## src/rtl/fnd_scan_driver_if.sv

```systemverilog
`default_nettype none
// ============================================================================
//  Module      : fnd_scan_driver_if
//  Description : Data/display bundle between the counter datapath and the
//                multiplexed 7-segment scan driver.
//  Revision    : 1.0 - initial release
// ============================================================================
interface fnd_scan_driver_if #(
    parameter int DIGITS = 4
) ();
    localparam int IDX_W = $clog2(DIGITS);

    logic                  i_en;
    logic [DIGITS*4-1:0]   i_data;
    logic [DIGITS-1:0]     i_dp;
    logic                  i_blank_lz;
    logic [DIGITS-1:0]     o_digit_sel;
    logic [7:0]            o_seg;
    logic [IDX_W-1:0]      o_scan_idx;
    logic                  o_frame_tick;

    modport master (
        output i_en, i_data, i_dp, i_blank_lz,
        input  o_digit_sel, o_seg, o_scan_idx, o_frame_tick
    );

    modport slave (
        input  i_en, i_data, i_dp, i_blank_lz,
        output o_digit_sel, o_seg, o_scan_idx, o_frame_tick
    );
endinterface
`default_nettype wire

```

## src/rtl/fnd_scan_driver.sv

```systemverilog
`default_nettype none
// ============================================================================
//  Module      : fnd_scan_driver
//  Description : N-digit time-multiplexed 7-segment driver with hex decode,
//                decimal points, leading-zero blanking and a frame tick.
//  Revision    : 1.0 - initial release
// ============================================================================
module fnd_scan_driver #(
    parameter int DIGITS   = 4,
    parameter int SCAN_DIV = 100000,
    parameter int IDX_W    = $clog2(DIGITS)
) (
    input  wire logic           i_clk,
    input  wire logic           i_reset,
    fnd_scan_driver_if.slave    bus
);
    localparam int                 c_PRE_W   = $clog2(SCAN_DIV);
    localparam logic [c_PRE_W-1:0] c_PRE_MAX = c_PRE_W'(SCAN_DIV - 1);
    localparam logic [IDX_W-1:0]   c_IDX_MAX = IDX_W'(DIGITS - 1);

    logic [c_PRE_W-1:0] r_pre;
    logic [IDX_W-1:0]   r_idx;
    logic               r_tick;
    logic [DIGITS-1:0]  r_sel;
    logic [7:0]         r_seg;

    logic               w_tc;
    logic [3:0]         w_nib;
    logic               w_dp;
    logic               w_blank;
    logic               w_zero_run;
    logic [DIGITS-1:0]  w_lz;
    logic [7:0]         w_seg;

    // Active-low {g,f,e,d,c,b,a}; bit 7 (dp) is supplied separately.
    function automatic logic [6:0] hex_to_seg(input logic [3:0] nib);
        case (nib)
            4'h0: hex_to_seg = 7'h40;
            4'h1: hex_to_seg = 7'h79;
            4'h2: hex_to_seg = 7'h24;
            4'h3: hex_to_seg = 7'h30;
            4'h4: hex_to_seg = 7'h19;
            4'h5: hex_to_seg = 7'h12;
            4'h6: hex_to_seg = 7'h02;
            4'h7: hex_to_seg = 7'h78;
            4'h8: hex_to_seg = 7'h00;
            4'h9: hex_to_seg = 7'h10;
            4'hA: hex_to_seg = 7'h08;
            4'hB: hex_to_seg = 7'h03;
            4'hC: hex_to_seg = 7'h46;
            4'hD: hex_to_seg = 7'h21;
            4'hE: hex_to_seg = 7'h06;
            default: hex_to_seg = 7'h0E;
        endcase
    endfunction

    assign w_tc = (r_pre == c_PRE_MAX);

    always_comb begin
        w_nib      = 4'h0;
        w_dp       = 1'b0;
        w_blank    = 1'b0;
        w_zero_run = 1'b1;
        w_lz       = '0;
        // w_lz[k] marks that nibbles k..MSD are all zero
        for (int k = DIGITS - 1; k >= 0; k--) begin
            w_zero_run = w_zero_run & (bus.i_data[4*k +: 4] == 4'h0);
            w_lz[k]    = w_zero_run;
        end
        for (int k = 0; k < DIGITS; k++) begin
            if (r_idx == IDX_W'(k)) begin
                w_nib   = bus.i_data[4*k +: 4];
                w_dp    = bus.i_dp[k];
                w_blank = bus.i_blank_lz && (k > 0) && w_lz[k];
            end
        end
        w_seg = {~w_dp, (w_blank ? 7'h7F : hex_to_seg(w_nib))};
    end

    always_ff @(posedge i_clk) begin
        if (i_reset) begin
            r_pre  <= '0;
            r_idx  <= '0;
            r_tick <= 1'b0;
            r_sel  <= '1;
            r_seg  <= 8'hFF;
        end else if (bus.i_en) begin
            r_pre  <= w_tc ? '0 : r_pre + c_PRE_W'(1);
            if (w_tc) begin
                r_idx <= (r_idx == c_IDX_MAX) ? '0 : r_idx + IDX_W'(1);
            end
            r_tick <= w_tc && (r_idx == c_IDX_MAX);
            // Outputs reflect the index held before this edge: one-cycle lag
            r_sel  <= ~(DIGITS'(1) << r_idx);
            r_seg  <= w_seg;
        end else begin
            r_tick <= 1'b0;
            r_sel  <= '1;
            r_seg  <= 8'hFF;
        end
    end

    assign bus.o_digit_sel  = r_sel;
    assign bus.o_seg        = r_seg;
    assign bus.o_scan_idx   = r_idx;
    assign bus.o_frame_tick = r_tick;

endmodule
`default_nettype wire
```

## src/flat_wrapper.sv

```systemverilog
// flat-port wrapper written by rule: the top's interface ports become plain ports
module fnd_scan_driver_flat 
#(
    parameter int DIGITS   = 4,
    parameter int SCAN_DIV = 100000,
    parameter int IDX_W    = $clog2(DIGITS)
)
  (i_clk, i_reset, bus_i_en, bus_i_data, bus_i_dp, bus_i_blank_lz, bus_o_digit_sel, bus_o_seg, bus_o_scan_idx, bus_o_frame_tick);
  fnd_scan_driver_if #(.DIGITS(DIGITS)) bus_i ();
  input  wire logic i_clk;
  input  wire logic i_reset;
  input wire logic [$bits(bus_i.i_en)-1:0] bus_i_en;
  input wire logic [$bits(bus_i.i_data)-1:0] bus_i_data;
  input wire logic [$bits(bus_i.i_dp)-1:0] bus_i_dp;
  input wire logic [$bits(bus_i.i_blank_lz)-1:0] bus_i_blank_lz;
  output wire logic [$bits(bus_i.o_digit_sel)-1:0] bus_o_digit_sel;
  output wire logic [$bits(bus_i.o_seg)-1:0] bus_o_seg;
  output wire logic [$bits(bus_i.o_scan_idx)-1:0] bus_o_scan_idx;
  output wire logic [$bits(bus_i.o_frame_tick)-1:0] bus_o_frame_tick;
  assign bus_i.i_en = bus_i_en;
  assign bus_i.i_data = bus_i_data;
  assign bus_i.i_dp = bus_i_dp;
  assign bus_i.i_blank_lz = bus_i_blank_lz;
  assign bus_o_digit_sel = bus_i.o_digit_sel;
  assign bus_o_seg = bus_i.o_seg;
  assign bus_o_scan_idx = bus_i.o_scan_idx;
  assign bus_o_frame_tick = bus_i.o_frame_tick;
  fnd_scan_driver #(.DIGITS(DIGITS), .SCAN_DIV(SCAN_DIV), .IDX_W(IDX_W)) u_core (.i_clk(i_clk), .i_reset(i_reset), .bus(bus_i));
endmodule
```

## config.mk

```make
export PLATFORM = sky130hd
export DESIGN_NAME = fnd_scan_driver_flat
export DESIGN_NICKNAME = d
export VERILOG_FILES = /design/src/rtl/fnd_scan_driver_if.sv /design/src/rtl/fnd_scan_driver.sv /design/src/flat_wrapper.sv
export SDC_FILE = /design/constraint.sdc
export NUM_CORES = 1
export LEC_CHECK = 0
export ABC_AREA = 1
export CORE_MARGIN = 2
export CORE_UTILIZATION = 50
export CTS_CLUSTER_SIZE = 10
export DETAILED_ROUTE_END_ITERATION = 10
export PLACE_DENSITY_LB_ADDON = 0.05
export RECOVER_POWER = 25
export SLEW_MARGIN = 0
export SYNTH_ARGS = -nofsm -noshare
export SYNTH_HDL_FRONTEND = slang
export SYNTH_SLANG_ARGS = --single-unit
```

## constraint.sdc

```tcl
create_clock -name i_clk -period 3.8 [get_ports i_clk]
set_input_delay 0.76 -clock i_clk [delete_from_list [all_inputs] [get_ports i_clk]]
set_output_delay 0.76 -clock i_clk [all_outputs]
set_load 0.01 [all_outputs]
```

Yosys cells after proc, flatten, opt, wreduce, memory -nomap -nowiden:

Memories as Yosys holds them, arrays and structs flattened. A register that Yosys moved wholly into a read port is not among the register bits.
Index checks and enable logic that the tools add are counted.

* flip-flop bits (word level): 25
* input port bits: 24
* memories kept: 1
* logic and storage cells: 42
* bits in read-only memories: 112
* output and inout port bits: 15

Memory list
* (no name shown): words 16, bits a word 7, rd ports 1, clocked after Yosys merged registers in 1, write ports 0, RTL line fnd_scan_driver.sv:37 `case (nib)`

* bitwise operators: 5
* shift-type cells: 1
* equality and inequality tests: 4
* add/subtract/negate cells: 2
* multiplexer cells: 13
* reductions and logical operators: 11

Operator list (count)
* adder 17 x 1 -> 17 bit (second input constant): 1
* == test 17 bit (second input constant): 1
* 2-to-1 mux 17 bit: 1
* 2-to-1 mux 4 bit: 4
* zero test 4 bit: 3
* 2-to-1 mux 1 bit: 7
* == test 2 bit (second input constant): 2
* logical AND 1 bit: 4
* NOT 4 bit: 1
* << shifter 1 x 2 -> 4 bit (first input constant): 1
* OR reduction 3 bit: 1
* adder 2 x 1 -> 2 bit (second input constant): 1
* AND 1 bit: 2
* == test 2 x 1 -> 1 bit (second input constant): 1
* zero test 2 bit: 1
* 2-to-1 mux 2 bit: 1
* NOT 1 bit: 2
* AND reduction 2 bit: 1
* OR reduction 2 bit: 1

Depth between registers and ports, before layout:

Gate-level depths: netlist of run 1.

* word-level depth: 8
* depth in mapped cells: 13
* gate-level depth less buffers: 13

Least setup slack after synthesis of run 1:

No wires, ideal clock.

* path type: register to register
* start point: register u_core.r_idx[0] (netlist: u_core.bus.o_scan_idx[0])
* end point: register u_core.r_seg[3] (netlist: u_core.bus.o_seg[3])
* setup time: 0.115 ns
* clock period less this slack: 1.931 ns
* required time: 3.685 ns
* cell stages (with the launch flop): 14
* setup slack: 1.869 ns
* arrival: 1.816 ns
* buffers on the path: 1
* path through: dfxtp_1 -> inv_1 -> ha_1 -> buf_2 -> inv_1 -> or2_1 -> nand3_1 -> nand2_1 -> inv_2 -> ha_1 -> nand3b_1 -> nand3_1 -> nand2_1 -> nand2_1

* longest elaborated chain between the ends: 5
* elaborated cells on any way between the ends: 12
* classes of those cells: eq/ne: 3; mux: 7; reduce/logical: 2

RTL lines
* from (decl): RTL line fnd_scan_driver.sv:22 `logic [IDX_W-1:0] r_idx;`
* from (signal assigned): RTL line fnd_scan_driver.sv:90 `r_idx <= (r_idx == c_IDX_MAX) ? '0 : r_idx + IDX_W'(1);`
* == test 2 x 1 -> 1 bit or zero test 2 bit (tied branches): RTL line fnd_scan_driver.sv:71 `if (r_idx == IDX_W'(k)) begin`
* 2-to-1 mux 1 bit or 2-to-1 mux 4 bit (tied branches) (3 in a row): RTL line fnd_scan_driver.sv:71
* OR reduction 3 bit (no line) or 2-to-1 mux 4 bit (tied branches)
* to (decl): RTL line fnd_scan_driver.sv:25 `logic [7:0] r_seg;`

Several ways; a longest one is shown, not always the timed one.
A chain may end at the register's enable or synchronous reset.

==> results.py, run 1 <==
metrics = {
    "placed_design": {
        "post-place-cells": 370,
        "dp_hpwl_mm": 3.24,
        "globalplace.congestion": 0.893,
        "placed_area_um2": 2350,
        "dp_worst_setup_slack_ns": 1.25,
        "port_buffers": 38,
    },
    "timing": {
        "setup_viol": 0,
        "post-route-period-util_pct": 62.6,
        "slew_headroom_pct": 67.8,
        "finalSetupTns_ns": 0,
        "fin_skew_ns": 0.00745,
        "rsz0062_at_grt": "no",
        "finalHoldViolCount": 0,
        "fmax_mhz": 420,
        "slew_viol_final": 0,
        "finalWorstSetupSlack_ns": 1.42,
        "whs_ns": 0.517,
        "tightest_slew_ns": 0.482,
        "period_minus_slack_ns": 2.38,
    },
    "synthesis": {
        "yosysSeqAreaShare_pct": 33.3,
        "ys_ff_latch": 32,
        "yosysWarnings": 0,
        "synth_area_um2": 1930,
        "syn_nets": 323,
        "syn_inst": 288,
        "syn_avg_cell_area_um2": 6.69,
        "synthFlopType": "dfxtp_1",
        "synth_cell_types": 36,
        "synth-async-reset-ratio_pct": 0,
        "synth-edff-count": 0,
    },
    "final_layout": {
        "drive_gt1_share_pct": 8.18,
        "final_area_um2": 2450,
        "final_common_cell": "nand2_1",
        "final_cell_mix": "nand2_1, nor2_1, clkdlybuf4s50_1",
        "final_util_pct": 66.5,
        "final_nets": 364,
        "syn2layout_area_growth_pct": 27.4,
        "layout.cells.non_filler": 378,
        "n_antenna_cell": 0,
    },
    "pwr": {
        "p_total_mw": 0.794,
        "switching_power_mw": 0.174,
        "p_int_mw": 0.620,
        "netSwitchingFraction_pct": 21.9,
        "power_frac_comb_pct": 11.1,
        "p_leak_nw": 1.08,
        "pwr-share-clk_pct": 45.2,
        "vdd_drop_max_mv": 0.220,
        "p_per_area_nw_per_um2": 324,
        "seq_power_share_pct": 43.7,
    },
    "clock_tree": {
        "clk_pin_slew_ns": 0.06,
        "clk_root_buffer_cell": "clkbuf_8",
        "worstSkewPairLatency_ns": 0.29,
        "postCtsSetupBuffers": 0,
        "cts_htree_levels": 2,
        "cts_tree": "done",
        "cts.sinks": 32,
        "ctsHoldBuffers": 0,
        "cts_buffers": 5,
        "cts_resized": 0,
        "clock_path_buffers": 2,
    },
    "floorplan": {
        "die_y_um": 66.1,
        "start_util_pct": 52.2,
        "dieArea_um2": 4360,
        "fp.dieW_um": 66.1,
        "io_pins": 39,
        "rows": 22,
        "core_um2": 3690,
    },
    "grt": {
        "grt_usage_pct": 22.2,
        "use_met2_pct": 39.5,
        "antenna_found_initial": 0,
        "top_usage_layer": "met2",
        "globalRouteOverflowTotal": 0,
        "globalRouteMet1Util_pct": 24.9,
        "grt_pass1_wl_mm": 7.42,
        "grt_util_met3_pct": 5.45,
        "grt_max_degree": 11,
        "grt_pass1_vias": 1788,
    },
    "critical_path": {
        "arrival_ns": 2.56,
        "required_ns": 3.98,
        "crit_type": "in -> reg",
        "cp_max_fo": 7,
        "start_kind": "input port",
        "end_kind": "flop",
        "regToRegSetupSlack_ns": 1.65,
    },
    "routing": {
        "wirelength_mm": 4.28,
        "dr.pass1.iters": 4,
        "drtIter0Drc": 134,
        "routedWlPerCell_um": 11.3,
        "routed_via_density": 4.91,
        "drc": 0,
        "postRouteAntennaNets": 0,
        "vias": 1856,
    },
    "min_path": {
        "hold_path_class": "reg -> reg",
    },
    "run": {
        "max_cap_viol_count": 0,
    },
    "status": {
        "outcome": "completed",
    },
}
[path summary, 6_finish.rpt]
| path | from | to | cells past startpoint |
|---|---|---|---|
| hold / removal | u_core.r_pre[0]$_SDFFE_PP0P_ | u_core.r_pre[0]$_SDFFE_PP0P_ | 2 |
| setup reg to reg | u_core.bus.o_scan_idx[0]$_SDFFE_PP0P_ | u_core.bus.o_seg[6]$_SDFF_PP1_ | 9 |
| hold reg to reg | u_core.r_pre[0]$_SDFFE_PP0P_ | u_core.r_pre[0]$_SDFFE_PP0P_ | 2 |
| setup / recovery | bus_i_en | u_core.r_pre[13]$_SDFFE_PP0P_ | 8 |
[area by class of cell]
type / instances / area [µm²]
inverter: 40 / 150
multi-input combinational: 212 / 1100
sequential: 32 / 641
timing repair buffer: 38 / 380
clock buffer: 7 / 96.3
fill: 336 / 1230
clock inverter: 1 / 30.0
tap: 48 / 60.1
[state kept, by name, summed over array words and instances (netlist names)]
name and cells:
u_core.bus.o_digit_sel 4, u_core.bus.o_scan_idx 2, u_core.bus.o_frame_tick 1, u_core.r_pre 17
u_core.bus.o_seg 8
[power groups by stage]
stage | registers, mW | clock network [mW] | logic [mW]
2_1_floorplan | 0.357 | 0 | 0.0401
3_3_place_gp | 0.354 | 0 | 0.0900
3_5_place_dp | 0.354 | 0 | 0.0891
4_1_cts | 0.347 | 0.372 | 0.0897
5_1_grt | 0.347 | 0.388 | 0.0986
6_report | 0.347 | 0.359 | 0.0881
[critical path, cell delays in order]
cell and delay, ns:
dlygate4sd3_1 0.64, inv_1 0.18, nor2_1 0.36, nand3_4 0.15, nor2_4 0.15, nand2_2 0.09, o21ai_0 0.15, nor2_1 0.07
[kinds of logic (layout without fill, tap and decap cells)]
logic type	after synthesis	count (layout)	share of synthesized area (%)
adders and majority gates	11	11	7.15
and+or+nand+nor	167	167	39.2
buffers and inverters	44	86	8.71
xor gates and xnor gates	4	4	1.82
DFF	32	32	33.3
AOI/OAI and AO/OA	30	30	9.81
[cell usage after synthesis, types with 2 or more instances]
| cell | instances | area (µm²) |
|---|---|---|
| nand2_2 | 3 | 18.8 |
| a31oi_1 | 2 | 12.5 |
| nand3_1 | 26 | 130 |
| nand4_1 | 3 | 18.8 |
| nand2_1 | 79 | 297 |
| inv_1 | 31 | 116 |
| clkbuf_1 | 2 | 7.51 |
| buf_2 | 2 | 10.0 |
| nor3_1 | 4 | 20.0 |
| o21ai_0 | 7 | 35.0 |
| o211ai_1 | 2 | 15.0 |
| dfxtp_1 | 32 | 641 |
| nor3b_1 | 2 | 15.0 |
| xor2_1 | 3 | 26.3 |
| a21oi_1 | 11 | 55.1 |
| nor2_1 | 40 | 150 |
| inv_2 | 8 | 30.0 |
| a211oi_1 | 2 | 15.0 |
| ha_1 | 11 | 138 |
| nand3_2 | 2 | 20.0 |
[per-layer routing]
metal,wire [µm],up-vias
li1,-,997
met5,0,-
met1,2000,821
met3,181,6
met2,2030,32
met4,62,0
No activity file was read; power rests on OpenSTA's default activity.
==> run 2, diff against run 1 <==
==> constraint.sdc (replaced) <==
create_clock -name i_clk -period 2.5 [get_ports i_clk]
set_input_delay 0.5 -clock i_clk [delete_from_list [all_inputs] [get_ports i_clk]]
set_output_delay 0.5 -clock i_clk [all_outputs]
set_load 0.01 [all_outputs]
==> run 2 against run 1 <==
  * Sequential power up 52%
  * Clock skew down 0.0028 ns
  * First-iteration DRC count is 19% higher
  * Routed wire length is 0.37% lower
  * Sequential cell count unchanged
  * Critical path depth increased by 4
  * Combinational power is 52% higher
  * Die area stayed put
  * Power increased by 53%
  * Utilization is 0.31 points higher
  * Sequential share of layout area is 0.12 points lower
  * Clock power is 53% higher
  * Critical path type is now reg -> reg
  * Highest routed layer unchanged
==> results.py, run 2 (same netlist as run 1, synthesis figures left out) <==
metrics = {
    "clock_tree": {
        "cts_htree_levels": 2,
        "cts.sinks": 32,
        "clk_pin_slew_ns": 0.07,
        "postCtsSetupBuffers": 0,
        "cts_buffers": 5,
        "worstSkewPairLatency_ns": 0.29,
        "clock_path_buffers": 2,
        "ctsHoldBuffers": 0,
        "cts_resized": 0,
        "clk_root_buffer_cell": "clkbuf_8",
        "cts_tree": "done",
    },
    "critical_path": {
        "start_kind": "flop",
        "required_ns": 2.73,
        "cp_max_fo": 9,
        "crit_type": "reg -> reg",
        "end_kind": "flop",
        "arrival_ns": 2.39,
    },
    "grt": {
        "globalRouteOverflowTotal": 0,
        "grt_pass1_wl_mm": 7.44,
        "grt_usage_pct": 22.1,
        "antenna_found_initial": 0,
        "grt_max_degree": 11,
        "grt_pass1_vias": 1700,
    },
    "timing": {
        "tightest_slew_ns": 0.385,
        "period_minus_slack_ns": 2.16,
        "rsz0062_at_grt": "no",
        "slew_headroom_pct": 74.2,
        "finalHoldViolCount": 0,
        "fmax_mhz": 464,
        "finalSetupTns_ns": 0,
        "slew_viol_final": 0,
        "fin_skew_ns": 0.00463,
        "setup_viol": 0,
        "post-route-period-util_pct": 86.3,
    },
    "routing": {
        "vias": 1897,
        "routedWlPerCell_um": 11.2,
        "wirelength_mm": 4.26,
        "postRouteAntennaNets": 0,
        "drc": 0,
        "drtIter0Drc": 159,
        "dr.pass1.iters": 4,
        "routed_via_density": 4.99,
    },
    "floorplan": {
        "start_util_pct": 52.2,
        "io_pins": 39,
        "rows": 22,
        "dieArea_um2": 4360,
        "fp.dieW_um": 66.1,
        "core_um2": 3690,
        "die_y_um": 66.1,
    },
    "final_layout": {
        "final_nets": 366,
        "final_area_um2": 2460,
        "n_fill_cell": 355,
        "final_cell_mix": "nand2_1, nor2_1, clkdlybuf4s50_1",
        "largest_register_ff_count": 17,
        "final_common_cell": "nand2_1",
        "top_register": "u_core.r_pre",
        "drive_gt1_share_pct": 8.43,
        "n_antenna_cell": 0,
        "syn2layout_area_growth_pct": 28.0,
    },
    "placed_design": {
        "port_buffers": 38,
        "globalplace.congestion": 0.902,
        "dp_hpwl_mm": 3.29,
        "placed_area_um2": 2360,
    },
    "pwr": {
        "p_leak_nw": 1.09,
        "p_per_area_nw_per_um2": 492,
        "vdd_drop_max_mv": 0.304,
    },
    "min_path": {
        "hold_path_class": "reg -> reg",
    },
    "run": {
        "max_cap_viol_count": 0,
    },
    "status": {
        "outcome": "completed",
    },
}
[run 2: cell count changes in the layout (fill, tap and decap cells not counted)]
cell / before / now
dlygate4sd3_1: 2 / 1
clkbuf_1: 0 / 1
buf_4: 0 / 1
clkdlybuf4s50_1: 36 / 37
[run 2: per-layer routing]
layer / GRT usage [%] / share of wire [%] / up-vias / wire length (µm)
met5: 0 / 0 / - / 0
met4: 8.42 / 1.4 / 0 / 61
met3: 6.64 / 6.8 / 5 / 290
met2: 36.1 / 47 / 47 / 2000
met1: 27.2 / 45 / 848 / 1910
li1: - / - / 997 / -
[run 2: path summary, 6_finish.rpt]
check                                                       to  slack, ns                                   from  cells after the start
worst max-delay path            u_core.bus.o_seg[3]$_SDFF_PP1_       0.34  u_core.bus.o_scan_idx[0]$_SDFFE_PP0P_                     12
worst min-delay path              u_core.r_pre[0]$_SDFFE_PP0P_       0.52           u_core.r_pre[0]$_SDFFE_PP0P_                      2
worst max register to register  u_core.bus.o_seg[3]$_SDFF_PP1_       0.34  u_core.bus.o_scan_idx[0]$_SDFFE_PP0P_                     12
worst min register to register    u_core.r_pre[0]$_SDFFE_PP0P_       0.52           u_core.r_pre[0]$_SDFFE_PP0P_                      2
[run 2: report_power, final]
group          internal [mW]  switching (mW)  total [mW]
sequential             0.521         0.00552       0.527
combinational         0.0706          0.0637       0.134
clock                  0.352           0.199       0.551
[run 2: layout make-up]
cell class,count,area [µm²],area share (%)
tap,48,60.1,2.44
inverter,40,150,6.09
clock buffer,7,96.3,3.91
sequential,32,641,26.0
multi-input combinational,212,1100,44.5
clock inverter,1,30.0,1.22
timing repair buffer,40,392,15.9
[run 2: metrics by stage]
step | utilization (%) | power, mW | worst slack (ns) | hold slack [ns] | std cells
global route | 66.8 | 1.27 | 0.170 | 0.546 | 380
global placement | 64.1 | 0.675 | 0.391 | 0.494 | 372
detailed placement | 64.1 | 0.675 | 0.339 | 0.504 | 372
CTS | 67.5 | 1.23 | 0.357 | 0.515 | 380
floorplan | - | 0.603 | 0.569 | 0.476 | 288
finish | 66.8 | 1.21 | 0.343 | 0.522 | 380
[run 2: critical path: stages, from the launching register on]
cell and delay (ns):
dfxtp_1 0.34, inv_1 0.12, ha_1 0.37, inv_1 0.14, or2_1 0.24, nand3_1 0.08, nand2_1 0.12, inv_2 0.11
ha_1 0.24, nand3b_1 0.16, nand3_1 0.08, nand2_1 0.06, nand2_1 0.05
==> run 3, diff against run 2 <==
--- a/config.mk
+++ b/config.mk
@@ -6,8 +6,9 @@
 export NUM_CORES = 1
 export LEC_CHECK = 0
 export ABC_AREA = 1
+export CORE_ASPECT_RATIO = 1.5
 export CORE_MARGIN = 2
-export CORE_UTILIZATION = 50
+export CORE_UTILIZATION = 47
 export CTS_CLUSTER_SIZE = 10
 export DETAILED_ROUTE_END_ITERATION = 10
 export PLACE_DENSITY_LB_ADDON = 0.05
==> run 3 against run 2 <==
  * Clock skew is 0.0050 ns higher
  * Non-clock buffer count is 1 higher
  * Fmax is 1.3% lower
  * Combinational power hardly changed
  * First-iteration DRC count is 55% lower
  * Utilization is 4.5 points lower
==> results.py, run 3 (same netlist as run 1, synthesis figures left out) <==
metrics = {
    "clock_tree": {
        "cts_tree": "done",
        "postCtsSetupBuffers": 0,
        "cts.sinks": 32,
        "clk_root_buffer_cell": "clkbuf_8",
        "clk_pin_slew_ns": 0.07,
        "clock_path_buffers": 2,
        "worstSkewPairLatency_ns": 0.28,
        "ctsHoldBuffers": 0,
        "cts_resized": 0,
        "cts_htree_levels": 2,
        "cts_buffers": 5,
    },
    "critical_path": {
        "crit_type": "reg -> reg",
        "cp_max_fo": 9,
        "cp_cell_sequence": "inv_1, ha_1, inv_1, or2_1, nand3_1, nand2_1, inv_2, ha_1, nand3b_1, nand3_1, nand2_1, nand2_1",
        "required_ns": 2.73,
        "start_kind": "flop",
        "slowest_delay_ns": 0.35,
        "arrival_ns": 2.42,
        "crit_slowest_cell": "ha_1",
        "crit_path_frequent_cell": "nand2_1",
        "end_kind": "flop",
    },
    "pwr": {
        "p_leak_nw": 1.10,
        "pwr-share-clk_pct": 38.7,
        "p_int_mw": 0.811,
        "power_frac_comb_pct": 12.5,
        "netSwitchingFraction_pct": 24.9,
        "seq_power_share_pct": 48.8,
        "vdd_drop_max_mv": 0.354,
        "p_per_area_nw_per_um2": 442,
        "switching_power_mw": 0.269,
    },
    "floorplan": {
        "fp.dieW_um": 56.3,
        "die_y_um": 82.4,
        "rows": 28,
        "dieArea_um2": 4640,
        "start_util_pct": 49.1,
        "io_pins": 39,
        "core_um2": 3920,
    },
    "final_layout": {
        "final_cell_mix": "nand2_1, nor2_1, clkdlybuf4s50_1",
        "top_register": "u_core.r_pre",
        "syn2layout_area_growth_pct": 26.9,
        "layout.cells.non_filler": 378,
        "n_antenna_cell": 0,
        "multiInputGateArea_um2": 1100,
        "final-seq-area_um2": 641,
        "largest_register_ff_count": 17,
        "drive_gt1_share_pct": 8.71,
        "n_fill_cell": 390,
        "final_common_cell": "nand2_1",
        "final_nets": 367,
    },
    "routing": {
        "drtIter0Drc": 71,
        "dr.pass1.iters": 4,
        "postRouteAntennaNets": 0,
        "wirelength_mm": 4.44,
        "routedWlPerCell_um": 11.7,
        "vias": 1871,
        "routed_via_density": 4.95,
        "drc": 0,
    },
    "timing": {
        "finalHoldViolCount": 0,
        "period_minus_slack_ns": 2.19,
        "post-route-period-util_pct": 87.5,
        "tightest_slew_ns": 0.359,
        "slew_viol_final": 0,
        "finalSetupTns_ns": 0,
        "setup_viol": 0,
        "rsz0062_at_grt": "no",
        "whs_ns": 0.530,
        "fmax_mhz": 457,
        "fin_skew_ns": 0.00963,
        "slew_headroom_pct": 76.0,
    },
    "grt": {
        "top_usage_layer": "met2",
        "globalRouteOverflowTotal": 0,
        "use_met2_pct": 39.1,
        "globalRouteMet1Util_pct": 22.4,
        "grt_max_degree": 11,
        "grt_pass1_vias": 1839,
        "antenna_found_initial": 0,
        "grt_usage_pct": 21.0,
        "grt_pass1_wl_mm": 7.65,
        "grt_util_met3_pct": 4.36,
    },
    "placed_design": {
        "post-place-cells": 370,
        "globalplace.congestion": 0.860,
        "port_buffers": 38,
        "dp_hpwl_mm": 3.48,
    },
    "run": {
        "max_cap_viol_count": 0,
    },
    "status": {
        "outcome": "completed",
    },
    "min_path": {
        "hold_path_class": "reg -> reg",
    },
}
==> run 3: cell count changes in the layout (fill, tap and decap cells not counted), sizes merged <==
cell    change
bufinv      -1
clkinv      +2
clkbuf      -1
buf         +1
==> run 3: cell type report <==
cell class	count	area share (%)
Clock inverter	2	0.410
Multi-Input combinational cell	212	45.2
Timing Repair Buffer	41	16.3
Clock buffer	6	3.38
Tap cell	45	2.30
Inverter	40	6.14
Sequential cell	32	26.2
==> run 3: worst paths after layout <==
path	start	endpoint	slack, ns	cells after the start
setup / recovery	u_core.bus.o_scan_idx[0]$_SDFFE_PP0P_	u_core.bus.o_seg[3]$_SDFF_PP1_	0.31	12
hold / removal	u_core.r_pre[0]$_SDFFE_PP0P_	u_core.r_pre[0]$_SDFFE_PP0P_	0.53	2
setup reg to reg	u_core.bus.o_scan_idx[0]$_SDFFE_PP0P_	u_core.bus.o_seg[3]$_SDFF_PP1_	0.31	12
hold reg to reg	u_core.r_pre[0]$_SDFFE_PP0P_	u_core.r_pre[0]$_SDFFE_PP0P_	0.53	2
==> run 3: power by group through the flow <==
stage	Combinational (mW)	Clock, mW	Sequential, mW
floorplan	0.0609	0	0.542
global placement	0.137	0	0.538
detailed placement	0.137	0	0.539
CTS	0.138	0.430	0.527
global route	0.151	0.452	0.528
finish	0.136	0.418	0.527
==> run 3: critical path: cells and delay by family (launching register included) <==
family | cells | cell delay (ns)
adders and majority gates | 2 | 0.60
DFF | 1 | 0.34
buffers and inverters | 3 | 0.38
and+or+nand+nor | 7 | 0.78
==> run 3: routing by layer <==
layer,up-vias,routed length [µm]
met3,10,264
met4,0,103
li1,996,-
met5,-,0
met1,813,1770
met2,52,2290
==> run 3: metrics by stage <==
stage	instance area, µm²	worst slack [ns]	power (mW)	util [%]
5_1_grt	2440	0.141	1.13	62.3
3_3_place_gp	2370	0.403	0.675	60.3
6_report	2440	0.314	1.08	62.3
4_1_cts	2460	0.329	1.09	62.7
3_5_place_dp	2370	0.385	0.676	60.3
2_1_floorplan	1930	0.569	0.603	-
